==> src/rtl/cv32e40p_ro_mon_pkg.sv <==
`default_nettype none
// ============================================================================
// Module      : cv32e40p_ro_mon_pkg
// Description : Shared types and default configuration for the ring-oscillator
//               clock-injection monitor.
// Revision    : 1.0 - initial release
// ============================================================================
package cv32e40p_ro_mon_pkg;

    // Default configuration values
    localparam int unsigned c_def_cnt_w        = 16;
    localparam int unsigned c_def_window_edges = 8;
    localparam int unsigned c_def_warmup_edges = 4;
    localparam int unsigned c_def_timeout      = 1024;

    // Controller state encoding
    typedef enum logic [1:0] {
        IDLE    = 2'd0,
        WARMUP  = 2'd1,
        MEASURE = 2'd2
    } ro_mon_state_e;

endpackage
`default_nettype wire

==> src/rtl/cv32e40p_ro_edge_sync.sv <==
`default_nettype none
// ============================================================================
// Module      : cv32e40p_ro_edge_sync
// Description : Two-flop synchroniser followed by a registered rising-edge
//               detector. The edge pulse appears 3 clk after the input rises.
// Revision    : 1.0 - initial release
// ============================================================================
module cv32e40p_ro_edge_sync (
    input  logic clk,
    input  logic rst,
    input  logic async_i,
    output logic edge_o
);

    logic r_sync1;
    logic r_sync2;
    logic r_prev;
    logic r_edge;

    // Synchronise the free-running input and emit a one-cycle pulse on its rise
    always_ff @(posedge clk) begin
        if (rst) begin
            r_sync1 <= 1'b0;
            r_sync2 <= 1'b0;
            r_prev  <= 1'b0;
            r_edge  <= 1'b0;
        end else begin
            r_sync1 <= async_i;
            r_sync2 <= r_sync1;
            r_prev  <= r_sync2;
            r_edge  <= r_sync2 & ~r_prev;
        end
    end

    assign edge_o = r_edge;

endmodule
`default_nettype wire

==> src/rtl/cv32e40p_ro_monitor_ctrl.sv <==
`default_nettype none
// ============================================================================
// Module      : cv32e40p_ro_monitor_ctrl
// Description : Ring-oscillator clock-injection monitor. Counts core cycles
//               over a fixed number of RO periods and raises sticky fast,
//               slow and stuck alarms.
// Revision    : 1.0 - initial release
// ============================================================================
module cv32e40p_ro_monitor_ctrl
    import cv32e40p_ro_mon_pkg::*;
#(
    parameter int unsigned CNT_W        = c_def_cnt_w,
    parameter int unsigned WINDOW_EDGES = c_def_window_edges,
    parameter int unsigned WARMUP_EDGES = c_def_warmup_edges,
    parameter int unsigned TIMEOUT      = c_def_timeout
) (
    input  logic             clk,
    input  logic             rst,
    input  logic             en_i,
    input  logic             ro_i,
    input  logic [CNT_W-1:0] thr_lo_i,
    input  logic [CNT_W-1:0] thr_hi_i,
    input  logic             alarm_clr_i,
    output logic             ro_en_o,
    output logic             busy_o,
    output logic             meas_valid_o,
    output logic [CNT_W-1:0] meas_cnt_o,
    output logic             alarm_fast_o,
    output logic             alarm_slow_o,
    output logic             alarm_stuck_o
);

    localparam int unsigned c_gap_w  = $clog2(TIMEOUT + 1);
    localparam int unsigned c_warm_w = $clog2(WARMUP_EDGES + 1);
    localparam int unsigned c_win_w  = $clog2(WINDOW_EDGES + 1);

    localparam logic [CNT_W-1:0]    c_sat       = {CNT_W{1'b1}};
    // The gap counter is loaded with 1 on each edge, so this limit fires
    // exactly TIMEOUT cycles after the last edge pulse.
    localparam logic [c_gap_w-1:0]  c_gap_lim   = c_gap_w'(TIMEOUT - 1);
    localparam logic [c_warm_w-1:0] c_warm_last = c_warm_w'(WARMUP_EDGES - 1);
    localparam logic [c_win_w-1:0]  c_win_last  = c_win_w'(WINDOW_EDGES - 1);

    ro_mon_state_e       r_state;
    logic [c_warm_w-1:0] r_warm_cnt;
    logic [c_win_w-1:0]  r_win_cnt;
    logic [CNT_W-1:0]    r_cyc_cnt;
    logic [c_gap_w-1:0]  r_gap_cnt;
    logic                r_ro_en;
    logic                r_busy;
    logic                r_meas_valid;
    logic [CNT_W-1:0]    r_meas_cnt;
    logic                r_alarm_fast;
    logic                r_alarm_slow;
    logic                r_alarm_stuck;

    logic w_ro_edge;
    logic w_fast;
    logic w_slow;

    cv32e40p_ro_edge_sync u_edge_sync (
        .clk     (clk),
        .rst     (rst),
        .async_i (ro_i),
        .edge_o  (w_ro_edge)
    );

    // The running cycle count already includes the closing-edge cycle, so it
    // is the window result; a saturated count is always treated as fast.
    assign w_fast = (r_cyc_cnt > thr_hi_i) || (r_cyc_cnt == c_sat);
    assign w_slow = (r_cyc_cnt < thr_lo_i);

    // Controller FSM with window counting, timeout tracking and sticky alarms
    always_ff @(posedge clk) begin
        if (rst) begin
            r_state       <= IDLE;
            r_warm_cnt    <= '0;
            r_win_cnt     <= '0;
            r_cyc_cnt     <= '0;
            r_gap_cnt     <= '0;
            r_ro_en       <= 1'b0;
            r_busy        <= 1'b0;
            r_meas_valid  <= 1'b0;
            r_meas_cnt    <= '0;
            r_alarm_fast  <= 1'b0;
            r_alarm_slow  <= 1'b0;
            r_alarm_stuck <= 1'b0;
        end else begin
            r_meas_valid <= 1'b0;

            // Clear first so any set below on the same cycle takes priority
            if (alarm_clr_i) begin
                r_alarm_fast  <= 1'b0;
                r_alarm_slow  <= 1'b0;
                r_alarm_stuck <= 1'b0;
            end

            if (!en_i) begin
                r_state    <= IDLE;
                r_ro_en    <= 1'b0;
                r_busy     <= 1'b0;
                r_warm_cnt <= '0;
                r_win_cnt  <= '0;
                r_cyc_cnt  <= '0;
                r_gap_cnt  <= '0;
            end else begin
                case (r_state)
                    IDLE: begin
                        r_state    <= WARMUP;
                        r_ro_en    <= 1'b1;
                        r_busy     <= 1'b1;
                        r_warm_cnt <= '0;
                        r_win_cnt  <= '0;
                        r_cyc_cnt  <= '0;
                        r_gap_cnt  <= '0;
                    end
                    WARMUP: begin
                        if (w_ro_edge) begin
                            r_gap_cnt <= c_gap_w'(1);
                            if (r_warm_cnt == c_warm_last) begin
                                // This edge opens the first window
                                r_state    <= MEASURE;
                                r_warm_cnt <= '0;
                                r_win_cnt  <= '0;
                                r_cyc_cnt  <= CNT_W'(1);
                            end else begin
                                r_warm_cnt <= r_warm_cnt + c_warm_w'(1);
                            end
                        end else if (r_gap_cnt == c_gap_lim) begin
                            r_alarm_stuck <= 1'b1;
                            r_warm_cnt    <= '0;
                            r_gap_cnt     <= '0;
                        end else begin
                            r_gap_cnt <= r_gap_cnt + c_gap_w'(1);
                        end
                    end
                    MEASURE: begin
                        if (r_cyc_cnt != c_sat) begin
                            r_cyc_cnt <= r_cyc_cnt + CNT_W'(1);
                        end
                        if (w_ro_edge) begin
                            r_gap_cnt <= c_gap_w'(1);
                            if (r_win_cnt == c_win_last) begin
                                // Close this window and open the next one
                                r_win_cnt    <= '0;
                                r_cyc_cnt    <= CNT_W'(1);
                                r_meas_cnt   <= r_cyc_cnt;
                                r_meas_valid <= 1'b1;
                                if (w_fast) begin
                                    r_alarm_fast <= 1'b1;
                                end
                                if (w_slow) begin
                                    r_alarm_slow <= 1'b1;
                                end
                            end else begin
                                r_win_cnt <= r_win_cnt + c_win_w'(1);
                            end
                        end else if (r_gap_cnt == c_gap_lim) begin
                            r_alarm_stuck <= 1'b1;
                            r_state       <= WARMUP;
                            r_warm_cnt    <= '0;
                            r_win_cnt     <= '0;
                            r_cyc_cnt     <= '0;
                            r_gap_cnt     <= '0;
                        end else begin
                            r_gap_cnt <= r_gap_cnt + c_gap_w'(1);
                        end
                    end
                    default: begin
                        r_state <= IDLE;
                        r_ro_en <= 1'b0;
                        r_busy  <= 1'b0;
                    end
                endcase
            end
        end
    end

    assign ro_en_o       = r_ro_en;
    assign busy_o        = r_busy;
    assign meas_valid_o  = r_meas_valid;
    assign meas_cnt_o    = r_meas_cnt;
    assign alarm_fast_o  = r_alarm_fast;
    assign alarm_slow_o  = r_alarm_slow;
    assign alarm_stuck_o = r_alarm_stuck;

endmodule
`default_nettype wire

==> config.mk <==
export PLATFORM = sky130hd
export DESIGN_NAME = cv32e40p_ro_monitor_ctrl
export DESIGN_NICKNAME = d
export VERILOG_FILES = /design/src/rtl/cv32e40p_ro_mon_pkg.sv /design/src/rtl/cv32e40p_ro_edge_sync.sv /design/src/rtl/cv32e40p_ro_monitor_ctrl.sv
export SDC_FILE = /design/constraint.sdc
export NUM_CORES = 1
export LEC_CHECK = 0
export ABC_CLOCK_PERIOD_IN_PS = 3600
export CAP_MARGIN = 30
export CELL_PAD_IN_SITES_DETAIL_PLACEMENT = 2
export CELL_PAD_IN_SITES_GLOBAL_PLACEMENT = 2
export CORE_MARGIN = 2
export CORE_UTILIZATION = 34
export CTS_CLUSTER_SIZE = 14
export DETAILED_ROUTE_END_ITERATION = 8
export PLACE_DENSITY = 0.85
export SLEW_MARGIN = 10
export SYNTH_ARGS = -nofsm -noshare
export SYNTH_HDL_FRONTEND = slang
export SYNTH_HIERARCHICAL = 1
export SYNTH_SLANG_ARGS = --single-unit
==> constraint.sdc <==
create_clock -name clk -period 3.6 [get_ports clk]
set_clock_uncertainty 0.15 [all_clocks]
set_input_delay 0.54 -clock clk [delete_from_list [all_inputs] [get_ports clk]]
set_output_delay 0.54 -clock clk [all_outputs]
set_load 0.01 [all_outputs]
==> summary.md, run 1 <==
| Metric | Value |
|---|---|
| Arrival @ worst endpoint | 2.85 ns |
| Synth Area in Compound Gates | 19.31% |
| Cell variety after synth | 59 |
| Pins Over Slew Limit | 0 |
| Drt wl/cell | 19.70 um |
| Netlist Area Pre-Place | 3681 um^2 |
| Routed Wire Length | 13000 um |
| Pwr per Cell Area | 315.6 nW/um^2 |
| Slowest CP cell | a2111oi_0 |
| Setup bufs post-CTS | 0 |
| Starting density of the core | 35.34% |
| #FFs+latches synth | 61 |
| Drt drc | 0 |
| Post_cts resized | 0 |
| Aggregate global routing overflow | 0 |
| DRT antenna net count | 0 |
| Post-route setup slack | 0.8644 ns |
| I/O Pins | 59 |
| GRT Overall Usage | 23.82% |
| Gpl congestion | 0.8372 |
| CTS root buffer | clkbuf_8 |
| Setup violators final | 0 |
| RSZ-0062 raised after global routing | false |
| Crit path max-delay family | compound AO/OA/AOI/OAI gates |
| IO buf count | 58 |
| Synth top area share | 33.17% |
| CTS max path bufs | 2 |
| Synth Area in XOR/XNOR | 1.666% |
| Final nets | 595 |
| Fin. Hold Viols | 0 |
| Avg Cell Area, Syn | 7.933 um^2 |
| Finished layout cell area | 4586 um^2 |
| Largest net degree at the start of global routing | 26 |
| Row Count | 37 |
| TritonCTS buffer count | 9 |
| CTS Sinks | 61 |
| # H-tree levels | 3 |
| CP Class | reg2reg |
| Peak supply drop | 0.2214 mV |
| Die ar. | 11670 um^2 |
| Slew at the pin closest to its max-slew limit | 0.7925 ns |
| Die span in y | 108.1 um |
| Clock slew at reported path FFs | 0.07 ns |
| Hpwl dp | 9691 um |
| Die Wd | 108.1 um |
| Most frequent cells after synthesis | dfxtp_1 (61), nand2_1 (61), a21oi_1 (44) |
| Post-Synth Adder-Cell Area | 13.26% |
| Prevailing post-synth register cell | dfxtp_1 |
| Number of vias per cell | 5.609 |
| Pre-CTS setup slack | 0.8763 ns |
| First-pass GRT wire length | 21570 um |
| Worst Setup Start Kind | register |
| EDFF count, synth | 0 |
| Yosys Warn Count | 6 |
| Mapped Cells | 464 |
| Leading post-synthesis cells by cell area | dfxtp_1 (33%), ha_1 (13%), nand2_1 (6.2%) |
| CP max FO | 19 |
| Fraction of synthesized area in multiplexers | 0.2719% |
| Share of cells above drive strength 1 | 7.252% |
| Setup TNS Final | 0 ns |
| Crit path buffers/inverters | 1 |
| Relative slew slack | 46.68% |
| Crit end category | register |
| Simple logic cell fraction of the synthesized area | 25.66% |
| Post-layout min period | 2.736 ns |
| First-pass DRT Iterations | 4 |
| Initial antenna violation count | 0 |
| Largest family of logic cells by synthesized area | simple AND/OR/NAND/NOR gates |
| Max capacitance violation total | 0 |
| Post-Syn Nets | 540 |
| CP Cell Sequence | inv_1, ha_1, and2_1, nand3_2, a2111oi_0, o211ai_1, o21ai_0 |
| Largest stage delay, worst path | 0.53 ns |
| Post-route clock period utilization | 75.99% |
| Initial DRC count | 114 |
| Post-DP Area | 4385 um^2 |
| Cell type with the largest total area after synthesis | dfxtp_1 |
| Via Count | 3702 |
| Async S/R FF share, synth | 0% |
| Number of global-route vias before repair | 4185 |
| Core Footprint | 10420 um^2 |
| Leak | 0.001748 uW |
| Worst Path Required | 3.72 ns |
| Sequential share of the synthesized area | 33.17% |
| Fmax | 0.3656 GHz |
| CTS tree | built |
| Status | finished, final reports clean |
| Clk Latency, worst-skew pair | 0.35 ns |
| Worst min path class | reg2reg |
| CTS Hold Bufs | 0 |
| Syn-to-layout area delta | 24.58% |
| # diodes | 0 |
[stage by stage]
stage               cells  util (%)  hold slack, ns  total power, uW
floorplan             464         -          0.2368            756.6
global placement      644     42.10          0.2472            821.5
detailed placement    644     42.10          0.2584            829.9
CTS                   660     44.02          0.2694             1457
global route          660     44.02          0.2778             1504
finish                660     44.02          0.2639             1447
[power breakdown]
| part | total [uW] | switching, uW | internal (uW) |
|---|---|---|---|
| Sequential | 682 | 3.56 | 678 |
| Clock | 633 | 297 | 336 |
| Combinational | 133 | 67.6 | 65.5 |
| Total | 1450 | 368 | 1080 |
[state kept, by name, indices dropped and copies added, names as in the netlist, 2 cells and up]
signal,cells
meas_cnt_o,16
r_cyc_cnt,16
r_gap_cnt,11
r_win_cnt,4
r_warm_cnt,3
r_state,2
[logic make-up after synthesis]
logic type,after synthesis
multiplexers,1
AND/OR/NAND/NOR,182
flip-flops,61
adder cells (fa/ha/maj),39
XOR/XNOR,7
buffers and inverters,59
AO/OA/AOI/OAI,115
[final timing paths]
check / cells after the start / slack [ns] / from / to
max: 7 / 0.86 / r_state[0] / alarm_slow_o
min: 1 / 0.26 / u_edge_sync/r_prev / u_edge_sync/edge_o
min reg2reg: 1 / 0.26 / u_edge_sync/r_prev / u_edge_sync/edge_o
max reg2reg: 7 / 0.86 / r_state[0] / alarm_slow_o
[per-layer routing]
metal,share of wire [%],GRT usage [%]
met1,44,27.89
met2,52,43.62
met3,2.4,3.797
met4,2.3,8.608
met5,0,0
[area by class of cell]
class / count / area [um^2]
Clock buffer: 10 / 137.6
Clock inverter: 6 / 62.56
Fill cell: 1179 / 5831
Inverter: 37 / 138.9
Multi-Input combinational cell: 344 / 2215
Sequential cell: 61 / 1221
Tap cell: 136 / 170.2
Timing Repair Buffer: 66 / 640.6
[layout by cell type, fill, tap and decap left out, drive strengths merged, types with 10 or more instances in the layout]
cell type      count
nand3             17
a21oi             44
clkdlybuf4s50     58
o21ai             26
clkbuf            10
nand4             14
dfxtp             61
nor3              10
ha                39
a211oi            10
nand2             61
inv               37
nor2b             12
nor2              34
Note: power is estimated with default switching activity, not from simulation.
==> inputs of run 2 (changes only) <==
--- a/config.mk
+++ b/config.mk
@@ -5,15 +5,15 @@
 export SDC_FILE = /design/constraint.sdc
 export NUM_CORES = 1
 export LEC_CHECK = 0
-export ABC_CLOCK_PERIOD_IN_PS = 3600
+export ABC_CLOCK_PERIOD_IN_PS = 2500
 export CAP_MARGIN = 30
 export CELL_PAD_IN_SITES_DETAIL_PLACEMENT = 2
 export CELL_PAD_IN_SITES_GLOBAL_PLACEMENT = 2
 export CORE_MARGIN = 2
-export CORE_UTILIZATION = 34
+export CORE_UTILIZATION = 28
 export CTS_CLUSTER_SIZE = 14
 export DETAILED_ROUTE_END_ITERATION = 8
-export PLACE_DENSITY = 0.85
+export PLACE_DENSITY = 0.74
 export SLEW_MARGIN = 10
 export SYNTH_ARGS = -nofsm -noshare
 export SYNTH_HDL_FRONTEND = slang
==> constraint.sdc (replaced) <==
create_clock -name clk -period 2.5 [get_ports clk]
set_clock_uncertainty 0.15 [all_clocks]
set_input_delay 0.375 -clock clk [delete_from_list [all_inputs] [get_ports clk]]
set_output_delay 0.375 -clock clk [all_outputs]
set_load 0.01 [all_outputs]
==> run 2 against run 1 <==
  * Setup slack worse by 0.63 ns
  * Register-to-register slack worse by 0.63 ns
  * Die area up 21%
  * Via count down 0.24%
  * Non-clock buffer count up 14
  * Critical path depth down 1
  * Clock-buffer cell count unchanged
  * Worst hold slack worse by 0.0085 ns
  * Critical endpoint is now r_cyc_cnt[0]
  * Largest power group is now the clock network
==> summary.md, run 2 (synthesized netlist as in run 1, its figures left out) <==
| Metric | Value |
|---|---|
| Hold WS | 0.2554 ns |
| DRT antenna net count | 0 |
| Clock slew at reported path FFs | 0.05 ns |
| Drt wl/cell | 18.07 um |
| GRT Overall Usage | 19.13% |
| Die ar. | 14080 um^2 |
| Post-route clock period utilization | 90.45% |
| Aggregate global routing overflow | 0 |
| First-pass DRT Iterations | 4 |
| Leak | 0.001875 uW |
| Relative slew slack | 60.43% |
| CTS tree | built |
| Fmax | 0.4422 GHz |
| TritonCTS buffer count | 9 |
| Hpwl dp | 9760 um |
| CTS max path bufs | 2 |
| Crit end category | register |
| Fin. Hold Viols | 0 |
| R2R Setup Slk | 0.24 ns |
| Post-layout min period | 2.261 ns |
| Die span in y | 118.7 um |
| Clk Latency, worst-skew pair | 0.34 ns |
| Slew at the pin closest to its max-slew limit | 0.5935 ns |
| Pwr per Cell Area | 502.7 nW/um^2 |
| Gpl congestion | 0.8250 |
| RSZ-0062 raised after global routing | false |
| Number of vias per cell | 5.201 |
| Worst Setup SP | r_gap_cnt[0] |
| Share of cells above drive strength 1 | 9.851% |
| I/O Pins | 59 |
| Worst min path class | reg2reg |
| Via Count | 3693 |
| Worst Setup Start Kind | register |
| Pre-CTS setup slack | 0.02988 ns |
| Number of global-route vias before repair | 4239 |
| Core Footprint | 12720 um^2 |
| CTS root buffer | clkbuf_16 |
| Die Wd | 118.7 um |
| Pins Over Slew Limit | 0 |
| Arrival @ worst endpoint | 2.33 ns |
| Origin of the critical flop-to-flop path | r_gap_cnt[0] |
| Setup violators final | 0 |
| Worst reg2reg endpoint | r_cyc_cnt[0] |
| # diodes | 0 |
| Initial antenna violation count | 0 |
| Commonest non-fill, non-tap cells in the layout | nand2_1 (61), dfxtp_1 (61), clkdlybuf4s50_1 (58) |
| First-pass GRT wire length | 21460 um |
| Max capacitance violation total | 0 |
| Setup TNS Final | 0 ns |
| # H-tree levels | 3 |
| Drt drc | 0 |
| Worst Path Required | 2.57 ns |
| Syn-to-layout area delta | 31.99% |
| Post-route setup slack | 0.2388 ns |
| Worst Setup EP | r_cyc_cnt[0] |
| Final nets | 609 |
| IO buf count | 58 |
| CTS Hold Bufs | 0 |
| Fillcell total | 1494 |
| CTS Sinks | 61 |
| Routed Wire Length | 12830 um |
| CP Class | reg2reg |
| Starting density of the core | 28.93% |
| CP max FO | 7 |
| Path depth of the worst reg2reg path | 6 |
| Status | finished, final reports clean |
| Largest net degree at the start of global routing | 26 |
| Peak supply drop | 0.3767 mV |
| Initial DRC count | 96 |
| Row Count | 41 |
[run 2: worst min path at each step]
stage                        from  cells after the start            endpoint  slack, ns
2_1_floorplan  u_edge_sync/r_prev                      1  u_edge_sync/edge_o       0.24
3_3_place_gp   u_edge_sync/r_prev                      1  u_edge_sync/edge_o       0.24
3_5_place_dp   u_edge_sync/r_prev                      1  u_edge_sync/edge_o       0.25
4_1_cts        u_edge_sync/r_prev                      1  u_edge_sync/edge_o       0.26
5_1_grt        u_edge_sync/r_prev                      1  u_edge_sync/edge_o       0.28
6_report       u_edge_sync/r_prev                      1  u_edge_sync/edge_o       0.26
[run 2: layer usage]
metal | global-route usage, % | share of wire, % | routed length [um]
met5 | 0 | 0 | 0
met4 | 5.208 | 1.3 | 167
met3 | 3.958 | 2.4 | 310
met2 | 36.71 | 54 | 6928
met1 | 21.00 | 42 | 5423
[run 2: repair_timing]
item | in CTS | in global routing
buffers inserted | 0 | 0
hold endpoints to repair | 0 | 0
endpoints found under the setup margin | 0 | 10
gates resized for setup | 0 | 2
[run 2: layout make-up]
| cell class | instances | area (um^2) | share of cell area [%] |
|---|---|---|---|
| clock buffer | 10 | 239.0 | 4.919 |
| clock inverter | 6 | 62.56 | 1.288 |
| inverter | 37 | 138.9 | 2.859 |
| multi-input combinational | 344 | 2223 | 45.76 |
| sequential | 61 | 1221 | 25.14 |
| tap | 172 | 215.2 | 4.430 |
| timing repair buffer | 80 | 758.2 | 15.61 |
[run 2: power by group]
| group | leakage, uW | switching (uW) | internal, uW |
|---|---|---|---|
| Sequential | 0.000492 | 4.22 | 978 |
| Combinational | 0.00124 | 97.9 | 97.9 |
| Clock | 0.000140 | 470 | 794 |
| Total | 0.00187 | 572 | 1870 |
[run 2: worst max-delay path, stage by stage, from the launching register on]
cell and delay, ns:
dfxtp_1 0.39, ha_1 0.34, nand4b_1 0.18, or4_4 0.48, a21oi_1 0.37, nand3b_1 0.17
a21oi_1 0.07
[run 2: stage by stage]
| step | power, uW | instances | cell area [um^2] | util [%] |
|---|---|---|---|---|
| after floorplan | 1090 | 464 | 3681 | - |
| after global placement | 1189 | 694 | 4548 | 35.75 |
| after detailed placement | 1198 | 694 | 4548 | 35.75 |
| after CTS | 2486 | 710 | 4850 | 38.12 |
| after global routing | 2536 | 710 | 4858 | 38.19 |
| final | 2442 | 710 | 4858 | 38.19 |
==> inputs of run 3 (changes only) <==
==> constraint.sdc (replaced) <==
create_clock -name clk -period 2.5 [get_ports clk]
set_clock_uncertainty 0.15 [all_clocks]
set_input_delay 0.5 -clock clk [delete_from_list [all_inputs] [get_ports clk]]
set_output_delay 0.5 -clock clk [all_outputs]
set_load 0.01 [all_outputs]
==> run 3 against run 2 <==
  * Total power up 5.1%
  * Utilization increased by 0.41 points
  * Global-route usage up 0.46 points
  * Flip-flop and latch count did not move
  * Combinational power is 3% higher
  * Highest routed layer unchanged
==> summary.md, run 3 (synthesized netlist as in run 1, its figures left out) <==
| Metric | Value |
|---|---|
| Status | finished, final reports clean |
| First-pass GRT wire length | 21780 um |
| # diodes | 0 |
| Top Usage Layer GRT | met2 |
| Die span in y | 118.7 um |
| Post-DP Area | 4576 um^2 |
| CTS Sinks | 61 |
| Worst min path class | reg2reg |
| Initial DRC count | 128 |
| Setup violators final | 0 |
| Final nets | 611 |
| Syn-to-layout area delta | 33.41% |
| TritonCTS buffer count | 9 |
| First-pass DRT Iterations | 4 |
| Crit end category | register |
| Worst Path Required | 2.58 ns |
| Number of global-route vias before repair | 4109 |
| Die ar. | 14080 um^2 |
| Number of vias per cell | 5.204 |
| DRT antenna net count | 0 |
| Die Wd | 118.7 um |
| Fmax | 0.4459 GHz |
| Min-Delay Endpoint | u_edge_sync/edge_o |
| CTS tree | built |
| Met3 Usage GRT | 4.295% |
| Origin of the critical flop-to-flop path | r_gap_cnt[0] |
| CP max FO | 7 |
| Initial antenna violation count | 0 |
| # H-tree levels | 3 |
| CTS Hold Bufs | 0 |
| Largest net degree at the start of global routing | 25 |
| Path depth of the worst reg2reg path | 6 |
| Clk Latency, worst-skew pair | 0.34 ns |
| Share of cells above drive strength 1 | 10.00% |
| Drt drc | 0 |
| Relative slew slack | 62.27% |
| Routed Wire Length | 13040 um |
| Max capacitance violation total | 0 |
| CTS root buffer | clkbuf_16 |
| Peak supply drop | 0.3277 mV |
| Total design power | 2568 uW |
| Fin. Hold Viols | 0 |
| Grt met1 use | 22.30% |
| Hold WS | 0.2627 ns |
| IO buf count | 58 |
| Worst reg2reg endpoint | r_state[0] |
| Hpwl dp | 9542 um |
| Via Count | 3705 |
| Gpl congestion | 0.8324 |
| GRT Overall Usage | 19.58% |
| R2R Setup Slk | 0.26 ns |
| Finished layout cell area | 4911 um^2 |
| Pwr per Cell Area | 522.9 nW/um^2 |
| Starting density of the core | 28.93% |
| Fillcell total | 1482 |
| CP Class | reg2reg |
| Row Count | 41 |
| Grt met2 use | 36.03% |
| Post-layout min period | 2.243 ns |
| I/O Pins | 59 |
| WHS Path Cells | 1 |
| Drt wl/cell | 18.32 um |
| Slew at the pin closest to its max-slew limit | 0.5659 ns |
| Core Footprint | 12720 um^2 |
| Hold path startpoint | u_edge_sync/r_prev |
| Arrival @ worst endpoint | 2.32 ns |
| Post-route clock period utilization | 89.70% |
| Clock slew at reported path FFs | 0.06 ns |
| Worst Setup Start Kind | register |
| Leak | 0.001910 uW |
| CTS max path bufs | 2 |
| RSZ-0062 raised after global routing | false |
| Aggregate global routing overflow | 0 |
| Pins Over Slew Limit | 0 |
| Commonest non-fill, non-tap cells in the layout | nand2_1 (61), dfxtp_1 (61), clkdlybuf4s50_1 (58) |
run 3: cell types whose count changed in the layout (fill, tap and decap cells not counted), sizes merged:
cell,previous run,this run
clkinvlp,3,0
clkbuf,10,12
buf,22,24
bufinv,1,2
run 3: layout make-up:
class	instances	area, um^2	area share (%)
clock inverters	4	70.07	1.427
repair buffers	82	785.8	16.00
clock buffers	12	256.5	5.223
inverters	37	138.9	2.828
well taps	172	215.2	4.382
flip-flops and latches	61	1221	24.87
multi-input cells	344	2223	45.27
run 3: power breakdown:
part / switching, uW / internal [uW]
Sequential: 3.64 / 978
Clock: 461 / 924
Combinational: 100 / 101
Total: 565 / 2000
run 3: how the worst max path moves through the flow:
stage                       from            end  slack (ns)  cells after the start
floorplan           r_cyc_cnt[1]  r_cyc_cnt[15]        0.42                      6
global placement    thr_lo_i[13]   alarm_slow_o        0.07                      8
detailed placement  thr_lo_i[13]   alarm_slow_o       -0.09                      8
CTS                   r_state[0]   r_cyc_cnt[3]        0.04                      7
global route        thr_lo_i[13]   alarm_slow_o        0.06                      8
finish              r_gap_cnt[0]     r_state[0]        0.26                      6
run 3: what timing repair did:
| action | CTS | global route |
|---|---|---|
| hold endpoints to repair | 0 | 0 |
| resized for setup | 0 | 2 |
| buffers inserted | 0 | 0 |
| endpoints found under the setup margin | 0 | 9 |
run 3: stage by stage:
| stage | worst slack [ns] | setup TNS, ns | instances | util (%) |
|---|---|---|---|---|
| 4_1_cts | 0.03808 | 0 | 712 | 38.53 |
| 2_1_floorplan | 0.4199 | 0 | 464 | - |
| 3_3_place_gp | 0.06657 | 0 | 696 | 35.97 |
| 6_report | 0.2574 | 0 | 712 | 38.60 |
| 3_5_place_dp | -0.08548 | -0.08548 | 696 | 35.97 |
| 5_1_grt | 0.06286 | 0 | 712 | 38.60 |
run 3: metal layers:
metal  vias to the layer above  wire length, um
met5                         -                0
met4                         0              233
met3                        18              417
met2                        54             6768
met1                      1838             5624
li1                       1795                -
run 3: critical path, stage by stage, from the launching register on:
cell and delay (ns):
dfxtp_1 0.40, ha_1 0.32, nand4b_1 0.18, or4_4 0.49, a21oi_1 0.35, o21ai_0 0.16
o41ai_1 0.08
